## config.mk

```make
export PLATFORM = sky130hd
export DESIGN_NAME = alu_mul_seq_flat
export DESIGN_NICKNAME = d
export VERILOG_FILES = /design/src/rtl/alu_mul_seq_if.sv /design/src/rtl/alu_mul_seq.sv /design/src/flat_wrapper.sv
export SDC_FILE = /design/constraint.sdc
export NUM_CORES = 1
export LEC_CHECK = 0
export CORE_UTILIZATION = 41
export DETAILED_ROUTE_END_ITERATION = 10
export HOLD_SLACK_MARGIN = 0.03
export PLACE_DENSITY = 0.75
export SYNTH_ARGS = -nofsm -noshare
export SYNTH_HDL_FRONTEND = slang
export SYNTH_SLANG_ARGS = --single-unit
```

## constraint.sdc

```tcl
create_clock -name clk -period 1.85 [get_ports clk]
set_input_delay 0.4625 -clock clk [delete_from_list [all_inputs] [get_ports clk]]
set_output_delay 0.4625 -clock clk [all_outputs]
set_load 0.02 [all_outputs]
```

## src/rtl/alu_mul_seq_if.sv

```systemverilog
// Bundle between the multiply sequencer and the EXE stage: pipeline request, shared ALU
// path and completion/status outputs.
interface alu_mul_seq_if #(
    parameter int unsigned DATA_LEN = 32
);
    logic                start;
    logic                accumulate;
    logic                set_flags;
    logic                flush;
    logic [DATA_LEN-1:0] op_rm;
    logic [DATA_LEN-1:0] op_rs;
    logic [DATA_LEN-1:0] op_rn;
    logic [DATA_LEN-1:0] alu_res;

    logic                alu_own;
    logic [3:0]          alu_exe_cmd;
    logic [DATA_LEN-1:0] alu_val1;
    logic [DATA_LEN-1:0] alu_val2;
    logic                alu_carry_in;
    logic                busy;
    logic                done;
    logic [DATA_LEN-1:0] result;
    logic                n_flag;
    logic                z_flag;
    logic                flags_we;

    // Sequencer side.
    modport slave (
        input  start, accumulate, set_flags, flush, op_rm, op_rs, op_rn, alu_res,
        output alu_own, alu_exe_cmd, alu_val1, alu_val2, alu_carry_in, busy, done, result,
        output n_flag, z_flag, flags_we
    );

    // Pipeline / ALU side.
    modport master (
        output start, accumulate, set_flags, flush, op_rm, op_rs, op_rn, alu_res,
        input  alu_own, alu_exe_cmd, alu_val1, alu_val2, alu_carry_in, busy, done, result,
        input  n_flag, z_flag, flags_we
    );
endinterface

```

## src/rtl/alu_mul_seq.sv

```systemverilog
// Shift-and-add MUL/MLA sequencer that borrows the EXE-stage ALU, issuing one ADD per
// multiplier bit and stalling the pipeline while it works.
module alu_mul_seq #(
    parameter int unsigned DATA_LEN   = 32,
    parameter bit          EARLY_TERM = 1'b1
) (
    input logic          clk,
    input logic          rst,
    alu_mul_seq_if.slave bus
);
    localparam int unsigned CntW = (DATA_LEN > 1) ? $clog2(DATA_LEN) : 1;
    localparam logic [3:0]  CmdAdd = 4'b0010;

    typedef enum logic [1:0] {StIdle, StRun, StDone} state_e;

    state_e              state_q, state_d;
    logic [DATA_LEN-1:0] mcand_q, mplier_q, acc_q, result_q;
    logic [CntW-1:0]     cnt_q;
    logic                s_q;
    logic                cnt_last, last_step, accept, done_int;

    assign cnt_last  = (cnt_q == CntW'(DATA_LEN - 1));
    assign last_step = cnt_last || (EARLY_TERM && ((mplier_q >> 1) == '0));
    assign accept    = (state_q == StIdle) && bus.start && !bus.flush;
    assign done_int  = (state_q == StDone) && !bus.flush;

    always_ff @(posedge clk) begin
        if (!rst) begin
            state_q <= StIdle;
        end else begin
            state_q <= state_d;
        end
    end

    always_comb begin
        state_d = state_q;
        unique case (state_q)
            StIdle: begin
                if (bus.start) begin
                    state_d = (EARLY_TERM && (bus.op_rs == '0)) ? StDone : StRun;
                end
            end
            StRun:   if (last_step) state_d = StDone;
            StDone:  state_d = StIdle;
            default: state_d = StIdle;
        endcase
        if (bus.flush) begin
            state_d = StIdle;
        end
    end

    always_ff @(posedge clk) begin
        if (!rst) begin
            mcand_q  <= '0;
            mplier_q <= '0;
            acc_q    <= '0;
            result_q <= '0;
            cnt_q    <= '0;
            s_q      <= 1'b0;
        end else begin
            if (accept) begin
                mcand_q  <= bus.op_rm;
                mplier_q <= bus.op_rs;
                acc_q    <= bus.accumulate ? bus.op_rn : '0;
                cnt_q    <= '0;
                s_q      <= bus.set_flags;
            end else if (state_q == StRun) begin
                // ALU carry-out is ignored: the product is modulo 2^DATA_LEN.
                acc_q    <= bus.alu_res;
                mcand_q  <= mcand_q << 1;
                mplier_q <= mplier_q >> 1;
                if (!cnt_last) begin
                    cnt_q <= cnt_q + CntW'(1);
                end
            end
            if (done_int) begin
                result_q <= acc_q;
            end
        end
    end

    always_comb begin
        bus.alu_own      = 1'b0;
        bus.alu_exe_cmd  = 4'b0000;
        bus.alu_val1     = '0;
        bus.alu_val2     = '0;
        bus.alu_carry_in = 1'b0;
        bus.busy         = (state_q != StIdle);
        bus.done         = done_int;
        bus.result       = done_int ? acc_q : result_q;
        bus.n_flag       = done_int & acc_q[DATA_LEN-1];
        bus.z_flag       = done_int & (acc_q == '0);
        bus.flags_we     = done_int & s_q;
        if (state_q == StRun) begin
            bus.alu_own     = 1'b1;
            bus.alu_exe_cmd = CmdAdd;
            bus.alu_val1    = acc_q;
            bus.alu_val2    = mplier_q[0] ? mcand_q : '0;
        end
    end
endmodule

```

## src/flat_wrapper.sv

```systemverilog
// flat-port wrapper written by rule: the top's interface ports become plain ports
module alu_mul_seq_flat 
#(
    parameter int unsigned DATA_LEN   = 32,
    parameter bit          EARLY_TERM = 1'b1
)
  (clk, rst, bus_start, bus_accumulate, bus_set_flags, bus_flush, bus_op_rm, bus_op_rs, bus_op_rn, bus_alu_res, bus_alu_own, bus_alu_exe_cmd, bus_alu_val1, bus_alu_val2, bus_alu_carry_in, bus_busy, bus_done, bus_result, bus_n_flag, bus_z_flag, bus_flags_we);
  alu_mul_seq_if #(.DATA_LEN(DATA_LEN)) bus_i ();
  input logic clk;
  input logic rst;
  input wire logic [$bits(bus_i.start)-1:0] bus_start;
  input wire logic [$bits(bus_i.accumulate)-1:0] bus_accumulate;
  input wire logic [$bits(bus_i.set_flags)-1:0] bus_set_flags;
  input wire logic [$bits(bus_i.flush)-1:0] bus_flush;
  input wire logic [$bits(bus_i.op_rm)-1:0] bus_op_rm;
  input wire logic [$bits(bus_i.op_rs)-1:0] bus_op_rs;
  input wire logic [$bits(bus_i.op_rn)-1:0] bus_op_rn;
  input wire logic [$bits(bus_i.alu_res)-1:0] bus_alu_res;
  output wire logic [$bits(bus_i.alu_own)-1:0] bus_alu_own;
  output wire logic [$bits(bus_i.alu_exe_cmd)-1:0] bus_alu_exe_cmd;
  output wire logic [$bits(bus_i.alu_val1)-1:0] bus_alu_val1;
  output wire logic [$bits(bus_i.alu_val2)-1:0] bus_alu_val2;
  output wire logic [$bits(bus_i.alu_carry_in)-1:0] bus_alu_carry_in;
  output wire logic [$bits(bus_i.busy)-1:0] bus_busy;
  output wire logic [$bits(bus_i.done)-1:0] bus_done;
  output wire logic [$bits(bus_i.result)-1:0] bus_result;
  output wire logic [$bits(bus_i.n_flag)-1:0] bus_n_flag;
  output wire logic [$bits(bus_i.z_flag)-1:0] bus_z_flag;
  output wire logic [$bits(bus_i.flags_we)-1:0] bus_flags_we;
  assign bus_i.start = bus_start;
  assign bus_i.accumulate = bus_accumulate;
  assign bus_i.set_flags = bus_set_flags;
  assign bus_i.flush = bus_flush;
  assign bus_i.op_rm = bus_op_rm;
  assign bus_i.op_rs = bus_op_rs;
  assign bus_i.op_rn = bus_op_rn;
  assign bus_i.alu_res = bus_alu_res;
  assign bus_alu_own = bus_i.alu_own;
  assign bus_alu_exe_cmd = bus_i.alu_exe_cmd;
  assign bus_alu_val1 = bus_i.alu_val1;
  assign bus_alu_val2 = bus_i.alu_val2;
  assign bus_alu_carry_in = bus_i.alu_carry_in;
  assign bus_busy = bus_i.busy;
  assign bus_done = bus_i.done;
  assign bus_result = bus_i.result;
  assign bus_n_flag = bus_i.n_flag;
  assign bus_z_flag = bus_i.z_flag;
  assign bus_flags_we = bus_i.flags_we;
  alu_mul_seq #(.DATA_LEN(DATA_LEN), .EARLY_TERM(EARLY_TERM)) u_core (.clk(clk), .rst(rst), .bus(bus_i));
endmodule
```

==> out/results.tsv, run 1 <==
metric	value	unit
Worst EP required	1390	ps
Int Power	0.00628	W
Slew Limit Fails	0	
WL/cell	18.7	µm
run status	finished with violations	
post-synth top area share	41.9	%
fin crit share	126	%
CTS tree	built	
Peak VDD IR	0.637	mV
pin count of the biggest net entering global routing	76	
PD cells	702	nW/µm²
Post-synth top cells	136 x dfxtp_1, 98 x and2_1, 67 x nand2_1, 62 x a22oi_1, 43 x a21boi_1	
clock skew	6.99	ps
starting density of the core	42.5	%
clock-pin transition on the worst setup and hold timing paths	60	ps
HPWL Detailed	13900	µm
Reg area	2730	µm²
Core Area	15300	µm²
Sequential Power Share	37.9	%
vias in the first global route	6334	
clock group share of total power	44.9	%
Clk Latency, worst-skew pair	410	ps
hold buffer count at CTS	0	
die area	16400	µm²
ranking of synthesized cells by area	dfxtp_1 42%, and2_1 9.4%, a22oi_1 7.2%, mux2_2 5.5%, mux2i_1 5.2%	
critical path launch point type	flop	
Achievable Freq	429	MHz
Crit Path Category	flop to output pin	
share of layout cells above drive strength 1	36.6	%
Post-Syn Area	6500	µm²
DRT antenna net count	0	
final hold vios	0	
average cell area after synthesis	9.02	µm²
failing checks	setup timing	
worst-path fanout max	5	
Setup crit end kind	output pin	
Post-synth top flop	dfxtp_1	
Vias	6760	
initial DRC count	450	
clock tree buffer depth	2	
logic gate share of total power	17.2	%
total power	0.00828	W
final critical-path required period	2330	ps
# rows	45	
Die Y	128	µm
H-Tree Depth	4	
PnR worst setup slack	-478	ps
yosys warns	0	
Antenna diodes	0	
post-synthesis async set-or-reset flop share	0	%
WHS	463	ps
most frequent cell after synthesis	dfxtp_1	
WL final	24100	µm
post-synthesis sequential area ratio	41.9	%
die width	128	µm
P&R area growth vs syn	81.3	%
RSZ-0062 raised after global routing	true	
CTS Root Cell	clkbuf_16	
Min-Delay Path Class	flop to flop	
GP Congestion	0.807	
Filler Cell Count	1024	
Max Cap Viol	0	
Overall Global Routing Usage	26.3	%
P_sw	0.00200	W
first-pass GRT wire length	33100	µm
Leakage	4.83	nW
gr ovfl total	0	
# nets final	1195	
Yosys reg bits	136	
initial antenna violation count	0	
I/O pins	241	
sw frac	24.2	%
Yosys cell types	34	
count of input and output buffers	236	
Post-synth EDFFs	0	
Final setup viols	105	
Mapped Cells	721	
CTS sink cnt	136	
TritonRoute pass-1 iters	5	
multi-input logic area	3890	µm²
Post-route DRC	0	
vias per cell	5.27	
cts bufs inserted	17	
WP data arrival	1870	ps
area leader, netlist	dfxtp_1	
[final cells by class]
| cell class | instances | share of cell area, % |
|---|---|---|
| inverters | 2 | 0.0637 |
| multi-input cells | 519 | 33.0 |
| clock inverters | 9 | 1.38 |
| clock buffers | 23 | 4.14 |
| well taps | 211 | 2.24 |
| repair buffers | 383 | 36.0 |
| flip-flops and latches | 136 | 23.2 |
[cell usage in the layout (no fill, tap or decap), types with 3 or more instances in the layout]
cell	n
o21ai_1	19
and3_1	5
o21ai_0	14
mux2i_2	5
a21oi_1	3
a21boi_0	20
and2_1	65
buf_8	7
clkbuf_16	28
bufinv_16	4
buf_4	97
mux2_4	32
buf_16	6
clkinv_4	3
mux2i_1	28
and3_4	26
nor4_1	21
conb_1	4
clkdlybuf4s50_1	131
and2_4	33
a21boi_1	43
nor2_1	7
a22oi_1	62
buf_12	17
dfxtp_1	133
nand2_1	67
buf_6	110
nand3_1	32
nand4_1	6
clkbuf_8	4
[metal layers]
layer	global-route usage (%)	up-vias	share of wire [%]	routed length (µm)
met5	0	-	0	0
met4	10.9	0	2.8	673
met3	8.47	46	8.8	2110
met2	45.3	286	50	12100
met1	30.0	3196	38	9190
li1	-	3232	-	-
[stage by stage]
step	cells	TNS (ps)	setup slack, ps	instance area, µm²	utilization, %
floorplan	724	-70.1	-11.7	6560	-
CTS	1261	-35260	-493	10900	71.4
finish	1283	-35570	-478	11800	77.0
global placement	1203	-78600	-948	9760	63.7
global route	1283	-42560	-557	11800	77.0
detailed placement	1203	-81170	-976	9760	63.7
[worst paths after layout]
kind	from	to	slack [ps]	cells past startpoint
setup / recovery	u_core.state_q[0]$_SDFFE_PP0P_	bus_result[8]	-480	6
hold / removal	u_core.mcand_q[10]$_SDFFE_PN0P_	u_core.mcand_q[10]$_SDFFE_PN0P_	460	2
setup reg to reg	u_core.state_q[1]$_SDFFE_PP0P_	u_core.acc_q[17]$_SDFFE_PN0P_	-40	10
hold reg to reg	u_core.mcand_q[10]$_SDFFE_PN0P_	u_core.mcand_q[10]$_SDFFE_PN0P_	460	2
[flip-flops by register name, indices dropped and copies added (netlist names)]
| name | cells |
|---|---|
| u_core.state_q | 2 |
| u_core.s_q | 1 |
| u_core.result_q | 32 |
| u_core.mplier_q | 32 |
| u_core.cnt_q | 5 |
| u_core.acc_q | 32 |
| u_core.mcand_q | 32 |
[critical path: stages (launching register included)]
cell and delay [ps]:
dfxtp_4 360, nor3b_4 230, buf_6 140, buf_6 130, buf_12 140, mux2_4 310
buf_6 130
[power by group through the flow]
stage / Sequential, W / Combinational [W] / Clock (W)
after global placement: 0.00319 / 0.00115 / 0
final: 0.00314 / 0.00142 / 0.00372
after global routing: 0.00315 / 0.00151 / 0.00392
after CTS: 0.00313 / 0.00128 / 0.00376
after detailed placement: 0.00319 / 0.00115 / 0
after floorplan: 0.00318 / 0.000496 / 0
[cells by family after synthesis]
| family | count (synthesis) | synth area share (%) |
|---|---|---|
| other | 1 | 0.0577 |
| XOR/XNOR | 3 | 0.404 |
| AND/OR/NAND/NOR | 281 | 23.9 |
| buffers and inverters | 69 | 5.12 |
| flip-flops | 136 | 41.9 |
| multiplexers | 66 | 10.8 |
| AO/OA/AOI/OAI | 163 | 17.5 |
| adder cells (fa/ha/maj) | 2 | 0.385 |
[repair_timing]
item                       4_1_cts  5_1_grt
gates resized for setup        608      176
cloned                           9       12
setup endpoints to repair      103      127
buffers inserted                17       17
pin swaps                        7       12
Power figures use the tool's default switching activity.
==> inputs of run 2 (changes only) <==
--- a/config.mk
+++ b/config.mk
@@ -9,6 +9,7 @@
 export DETAILED_ROUTE_END_ITERATION = 10
 export HOLD_SLACK_MARGIN = 0.03
 export PLACE_DENSITY = 0.75
+export RECOVER_POWER = 100
 export SYNTH_ARGS = -nofsm -noshare
 export SYNTH_HDL_FRONTEND = slang
 export SYNTH_SLANG_ARGS = --single-unit
==> run 2 against run 1 <==
  * The flow still finishes with violations (setup timing)
  * Power is essentially flat
  * Sequential share of layout area is the same
  * Fmax barely moved
  * Clock-buffer cell count is the same
  * Critical path depth unchanged
  * First-iteration DRC count unchanged
  * Utilization is the same
  * Global-route usage unchanged
  * Clock skew stayed put
  * Design area is the same
  * Wire length hardly changed
  * Critical path type unchanged
  * Critical endpoint unchanged
  * Largest power group unchanged
==> out/results.tsv, run 2 (same netlist as run 1, synthesis figures left out) <==
metric	value	unit	change
Slew Limit Fails	0		unchanged
final hold vios	0		unchanged
# nets final	1195		unchanged
die width	128	µm	unchanged
P&R area growth vs syn	81.3	%	unchanged
vias in the first global route	6334		unchanged
Clk Latency, worst-skew pair	410	ps	about the same
clock-pin transition on the worst setup and hold timing paths	60	ps	about the same
start point of the worst hold path	u_core.mcand_q[10]$_SDFFE_PN0P_		
commonest non-fill, non-tap cell in the layout	dfxtp_1		
CP max stage cell	dfxtp_4		
RR Endpoint	u_core.acc_q[17]$_SDFFE_PN0P_		
GP Congestion	0.807		unchanged
cts bufs inserted	17		unchanged
delay-heaviest family, CP	buffers and inverters		
worst-path fanout max	5		unchanged
WL/cell	18.8	µm	about the same
first-pass GRT wire length	33100	µm	unchanged
most frequent cells in the layout	133 x dfxtp_1, 130 x clkdlybuf4s50_1, 110 x buf_6		
cells along the critical path	nor3b_4 -> buf_6 -> buf_6 -> buf_12 -> mux2_4 -> buf_6		
TritonRoute pass-1 iters	5		unchanged
Peak VDD IR	0.637	mV	unchanged
Die Y	128	µm	unchanged
Place WS	-976	ps	unchanged
WL final	24100	µm	about the same
critical path launch point type	flop		
Min-Delay Path Class	flop to flop		
Worst EP required	1390	ps	about the same
PD cells	702	nW/µm²	about the same
final critical-path required period	2330	ps	+0.157 ps
PnR worst setup slack	-479	ps	-0.157 ps
Max Cap Viol	0		unchanged
Leakage	4.83	nW	about the same
Largest stage delay, worst path	360	ps	about the same
fin crit share	126	%	about the same
initial DRC count	450		unchanged
Post-route DRC	0		unchanged
Vias	6756		-0.059%
pin count of the biggest net entering global routing	76		unchanged
Crit Path Category	flop to output pin		
clock tree buffer depth	2		unchanged
Bufs and invs on worst path	4		unchanged
worst reg2reg path depth	10		unchanged
Worst R2R Start	u_core.state_q[1]$_SDFFE_PP0P_		
clock skew	6.99	ps	unchanged
worst hold stages	2		unchanged
Hold EP	u_core.mcand_q[10]$_SDFFE_PN0P_		
failing checks	setup timing		
initial antenna violation count	0		unchanged
WP data arrival	1870	ps	about the same
Core Area	15300	µm²	unchanged
Final Non-Filler Cells	1283		unchanged
H-Tree Depth	4		unchanged
Final setup viols	105		unchanged
CTS sink cnt	136		unchanged
gr ovfl total	0		unchanged
DRT antenna net count	0		unchanged
I/O pins	241		unchanged
Setup crit end kind	output pin		
share of layout cells above drive strength 1	36.6	%	unchanged
Achievable Freq	429	MHz	about the same
starting density of the core	42.5	%	unchanged
RSZ-0062 raised after global routing	true		
# rows	45		unchanged
r2r setup slk	-40	ps	about the same
run status	finished with violations		
Antenna diodes	0		unchanged
CTS tree	built		
CP dominant cell by count	buf_6		
vias per cell	5.27		about the same
count of input and output buffers	236		unchanged
placed cells	1203		unchanged
Overall Global Routing Usage	26.3	%	unchanged
HPWL Detailed	13900	µm	unchanged
die area	16400	µm²	unchanged
CTS Root Cell	clkbuf_16		
==> run 2: cell type report <==
class	count	area [µm²]
Timing Repair Buffer	383	4240
Multi-Input combinational cell	519	3890
Fill cell	1024	3530
Sequential cell	136	2730
Clock buffer	23	488
Tap cell	211	264
Clock inverter	9	163
Inverter	2	7.51
==> run 2: timing repair <==
| item | 4_1_cts | 5_1_grt |
|---|---|---|
| resized for setup | 608 | 176 |
| setup endpoints to repair | 103 | 127 |
| gates cloned | 9 | 12 |
| hold buffers | 0 | 0 |
| pin swaps | 7 | 12 |
| buffers inserted | 17 | 17 |
==> run 2: worst reg2reg max path: cells and delay by family (launching register included) <==
kind | cells | cell delay [ps]
simple gates | 2 | 380
flops | 1 | 340
buf+inv | 6 | 760
mux | 1 | 220
compound gates | 1 | 80
==> run 2: per-layer routing <==
| layer | vias up | track usage [%] | wire length (µm) |
|---|---|---|---|
| li1 | 3232 | - | - |
| met1 | 3194 | 30.0 | 9210 |
| met2 | 284 | 45.3 | 12100 |
| met3 | 46 | 8.47 | 2090 |
| met4 | 0 | 10.9 | 673 |
| met5 | - | 0 | 0 |
==> run 2: power breakdown <==
| part | switching [W] | total (W) | internal [W] | leakage, nW |
|---|---|---|---|---|
| Combinational | 0.000603 | 0.00142 | 0.000818 | 3.40 |
| Sequential | 0.0000910 | 0.00314 | 0.00305 | 1.11 |
| Clock | 0.00131 | 0.00372 | 0.00241 | 0.314 |
==> run 2: how the worst max path moves through the flow <==
| stage | startpoint | to | slack, ps | depth (start not counted) |
|---|---|---|---|---|
| final | u_core.state_q[0]$_SDFFE_PP0P_ | bus_result[8] | -480 | 6 |
| after global routing | u_core.state_q[0]$_SDFFE_PP0P_ | bus_result[10] | -560 | 6 |
| after CTS | u_core.state_q[0]$_SDFFE_PP0P_ | bus_result[26] | -490 | 6 |
| after detailed placement | bus_flush | bus_result[8] | -980 | 5 |
| after global placement | bus_flush | bus_result[7] | -950 | 5 |
| after floorplan | bus_flush | bus_result[25] | -10 | 4 |
==> run 2: metrics by stage <==
| stage | util (%) | hold slack, ps | TNS (ps) | cell area, µm² | power, W |
|---|---|---|---|---|---|
| after floorplan | - | 431 | -70.1 | 6560 | 0.00367 |
| after global placement | 63.7 | 439 | -78600 | 9760 | 0.00433 |
| after detailed placement | 63.7 | 443 | -81170 | 9760 | 0.00434 |
| after CTS | 71.4 | 464 | -35260 | 10900 | 0.00817 |
| after global routing | 77.0 | 485 | -42560 | 11800 | 0.00857 |
| final | 77.0 | 463 | -35570 | 11800 | 0.00828 |
==> inputs of run 3 (changes only) <==
--- a/config.mk
+++ b/config.mk
@@ -6,7 +6,9 @@
 export NUM_CORES = 1
 export LEC_CHECK = 0
 export CORE_UTILIZATION = 41
+export CTS_BUF_LIST = sky130_fd_sc_hd__clkbuf_4 sky130_fd_sc_hd__clkbuf_8 sky130_fd_sc_hd__clkbuf_16
 export DETAILED_ROUTE_END_ITERATION = 10
+export GPL_ROUTABILITY_DRIVEN = 1
 export HOLD_SLACK_MARGIN = 0.03
 export PLACE_DENSITY = 0.75
 export RECOVER_POWER = 100
==> run 3 against run 2 <==
  * The run still ends with setup timing left
  * Clock-buffer cell count unchanged
  * Final cell count is the same
  * Design area hardly changed
  * Sequential power hardly changed
  * Worst setup slack improved by 1.0 ps
  * First-iteration DRC count fell by 1.3%
  * Global-route usage about the same
  * Via count grew 0.12%
  * Critical endpoint unchanged
==> out/results.tsv, run 3 (same netlist as run 1, synthesis figures left out) <==
metric	value	unit	change
CP dominant cell by count	buf_6		
hold buffer count at CTS	0		unchanged
placed cells	1203		unchanged
vias per cell	5.27		+0.12%
Overall Global Routing Usage	26.3	%	about the same
commonest non-fill, non-tap cell in the layout	dfxtp_1		
CTS sink cnt	136		unchanged
I/O pins	241		unchanged
Min-Delay Path Class	flop to flop		
fin crit share	126	%	about the same
starting density of the core	42.5	%	unchanged
run status	finished with violations		
CP max stage cell	dfxtp_4		
count of input and output buffers	236		unchanged
P&R area growth vs syn	81.4	%	about the same
PD cells	705	nW/µm²	+0.38%
placed inst area	9760	µm²	unchanged
CTS tree	built		
Max Cap Viol	0		unchanged
first-pass GRT wire length	33200	µm	about the same
# rows	45		unchanged
WP data arrival	1870	ps	about the same
share of layout cells above drive strength 1	36.8	%	+0.19 points
# nets final	1195		unchanged
cells along the critical path	nor3b_4 -> buf_6 -> buf_6 -> buf_12 -> mux2_4 -> buf_6		
Achievable Freq	430	MHz	about the same
final critical-path required period	2330	ps	-1.02 ps
final hold vios	0		unchanged
GP Congestion	0.807		unchanged
r2r setup slk	-40	ps	about the same
worst-path fanout max	5		unchanged
clock skew	8.49	ps	+1.50 ps
Antenna diodes	0		unchanged
die area	16400	µm²	unchanged
PnR worst setup slack	-478	ps	+1.02 ps
most frequent cells in the layout	133 x dfxtp_1, 130 x clkdlybuf4s50_1, 110 x buf_6		
die width	128	µm	unchanged
clock-pin transition on the worst setup and hold timing paths	60	ps	about the same
Final setup viols	105		unchanged
initial DRC count	444		-1.3%
RSZ-0062 raised after global routing	true		
design area	11800	µm²	about the same
H-Tree Depth	4		unchanged
Leakage	4.83	nW	+0.14%
initial antenna violation count	0		unchanged
critical path launch point type	flop		
total power	0.00831	W	+0.44%
Largest stage delay, worst path	360	ps	about the same
Die Y	128	µm	unchanged
TritonRoute pass-1 iters	7		+2
Slew Limit Fails	0		unchanged
failing checks	setup timing		
setup TNS	-35650	ps	-78.5 ps
Vias	6764		+0.12%
gr ovfl total	0		unchanged
Clk Latency, worst-skew pair	420	ps	about the same
Worst EP required	1390	ps	about the same
DRT antenna net count	0		unchanged
clock tree buffer depth	2		unchanged
WL final	24000	µm	-0.18%
Post-route DRC	0		unchanged
HPWL Detailed	13900	µm	unchanged
cts bufs inserted	17		unchanged
Setup crit end kind	output pin		
Final Non-Filler Cells	1283		unchanged
Core Area	15300	µm²	unchanged
WL/cell	18.7	µm	-0.18%
pin count of the biggest net entering global routing	76		unchanged
vias in the first global route	6337		+0.047%
Crit Path Category	flop to output pin		
Final Util	77.0	%	about the same
CTS Root Cell	clkbuf_16		
Peak VDD IR	0.637	mV	about the same
-- run 3: worst max-delay path, delay by kind of cell (launching register included) --
family | cells | cell delay (ps)
buffers and inverters | 4 | 540
flip-flops | 1 | 360
multiplexers | 1 | 310
AND/OR/NAND/NOR | 1 | 230
-- run 3: where the power goes --
group | internal, W | total [W] | switching (W)
clock network | 0.00244 | 0.00376 | 0.00131
registers | 0.00305 | 0.00314 | 0.0000899
logic | 0.000818 | 0.00142 | 0.000604
total | 0.00631 | 0.00831 | 0.00201
-- run 3: layout make-up --
cell class | count | area, µm²
clock buffers | 23 | 495
clock inverters | 9 | 163
fillers | 1028 | 3520
inverters | 2 | 7.51
multi-input cells | 519 | 3890
flip-flops and latches | 136 | 2730
well taps | 211 | 264
repair buffers | 383 | 4240
-- run 3: repair_timing --
action | in CTS | in global routing
pin swaps | 7 | 12
setup endpoints to repair | 103 | 127
hold endpoints to repair | 0 | 0
cloned | 9 | 12
resized for setup | 608 | 176
setup buffers | 17 | 17
-- run 3: layer usage --
metal / global-route usage, % / routed length (µm)
met5: 0 / 0
met4: 10.9 / 733
met3: 8.47 / 2120
met2: 45.3 / 12000
met1: 30.1 / 9190
-- run 3: worst paths after layout --
check	endpoint	start	cells after the start
max	bus_result[8]	u_core.state_q[0]$_SDFFE_PP0P_	6
min	u_core.mcand_q[10]$_SDFFE_PN0P_	u_core.mcand_q[10]$_SDFFE_PN0P_	2
max reg2reg	u_core.acc_q[17]$_SDFFE_PN0P_	u_core.state_q[1]$_SDFFE_PP0P_	10
min reg2reg	u_core.mcand_q[10]$_SDFFE_PN0P_	u_core.mcand_q[10]$_SDFFE_PN0P_	2
-- run 3: metrics by stage --
| step | setup WS [ps] | hold slack (ps) |
|---|---|---|
| floorplan | -11.7 | 431 |
| global placement | -948 | 439 |
| detailed placement | -976 | 443 |
| CTS | -493 | 464 |
| global route | -557 | 485 |
| finish | -478 | 463 |
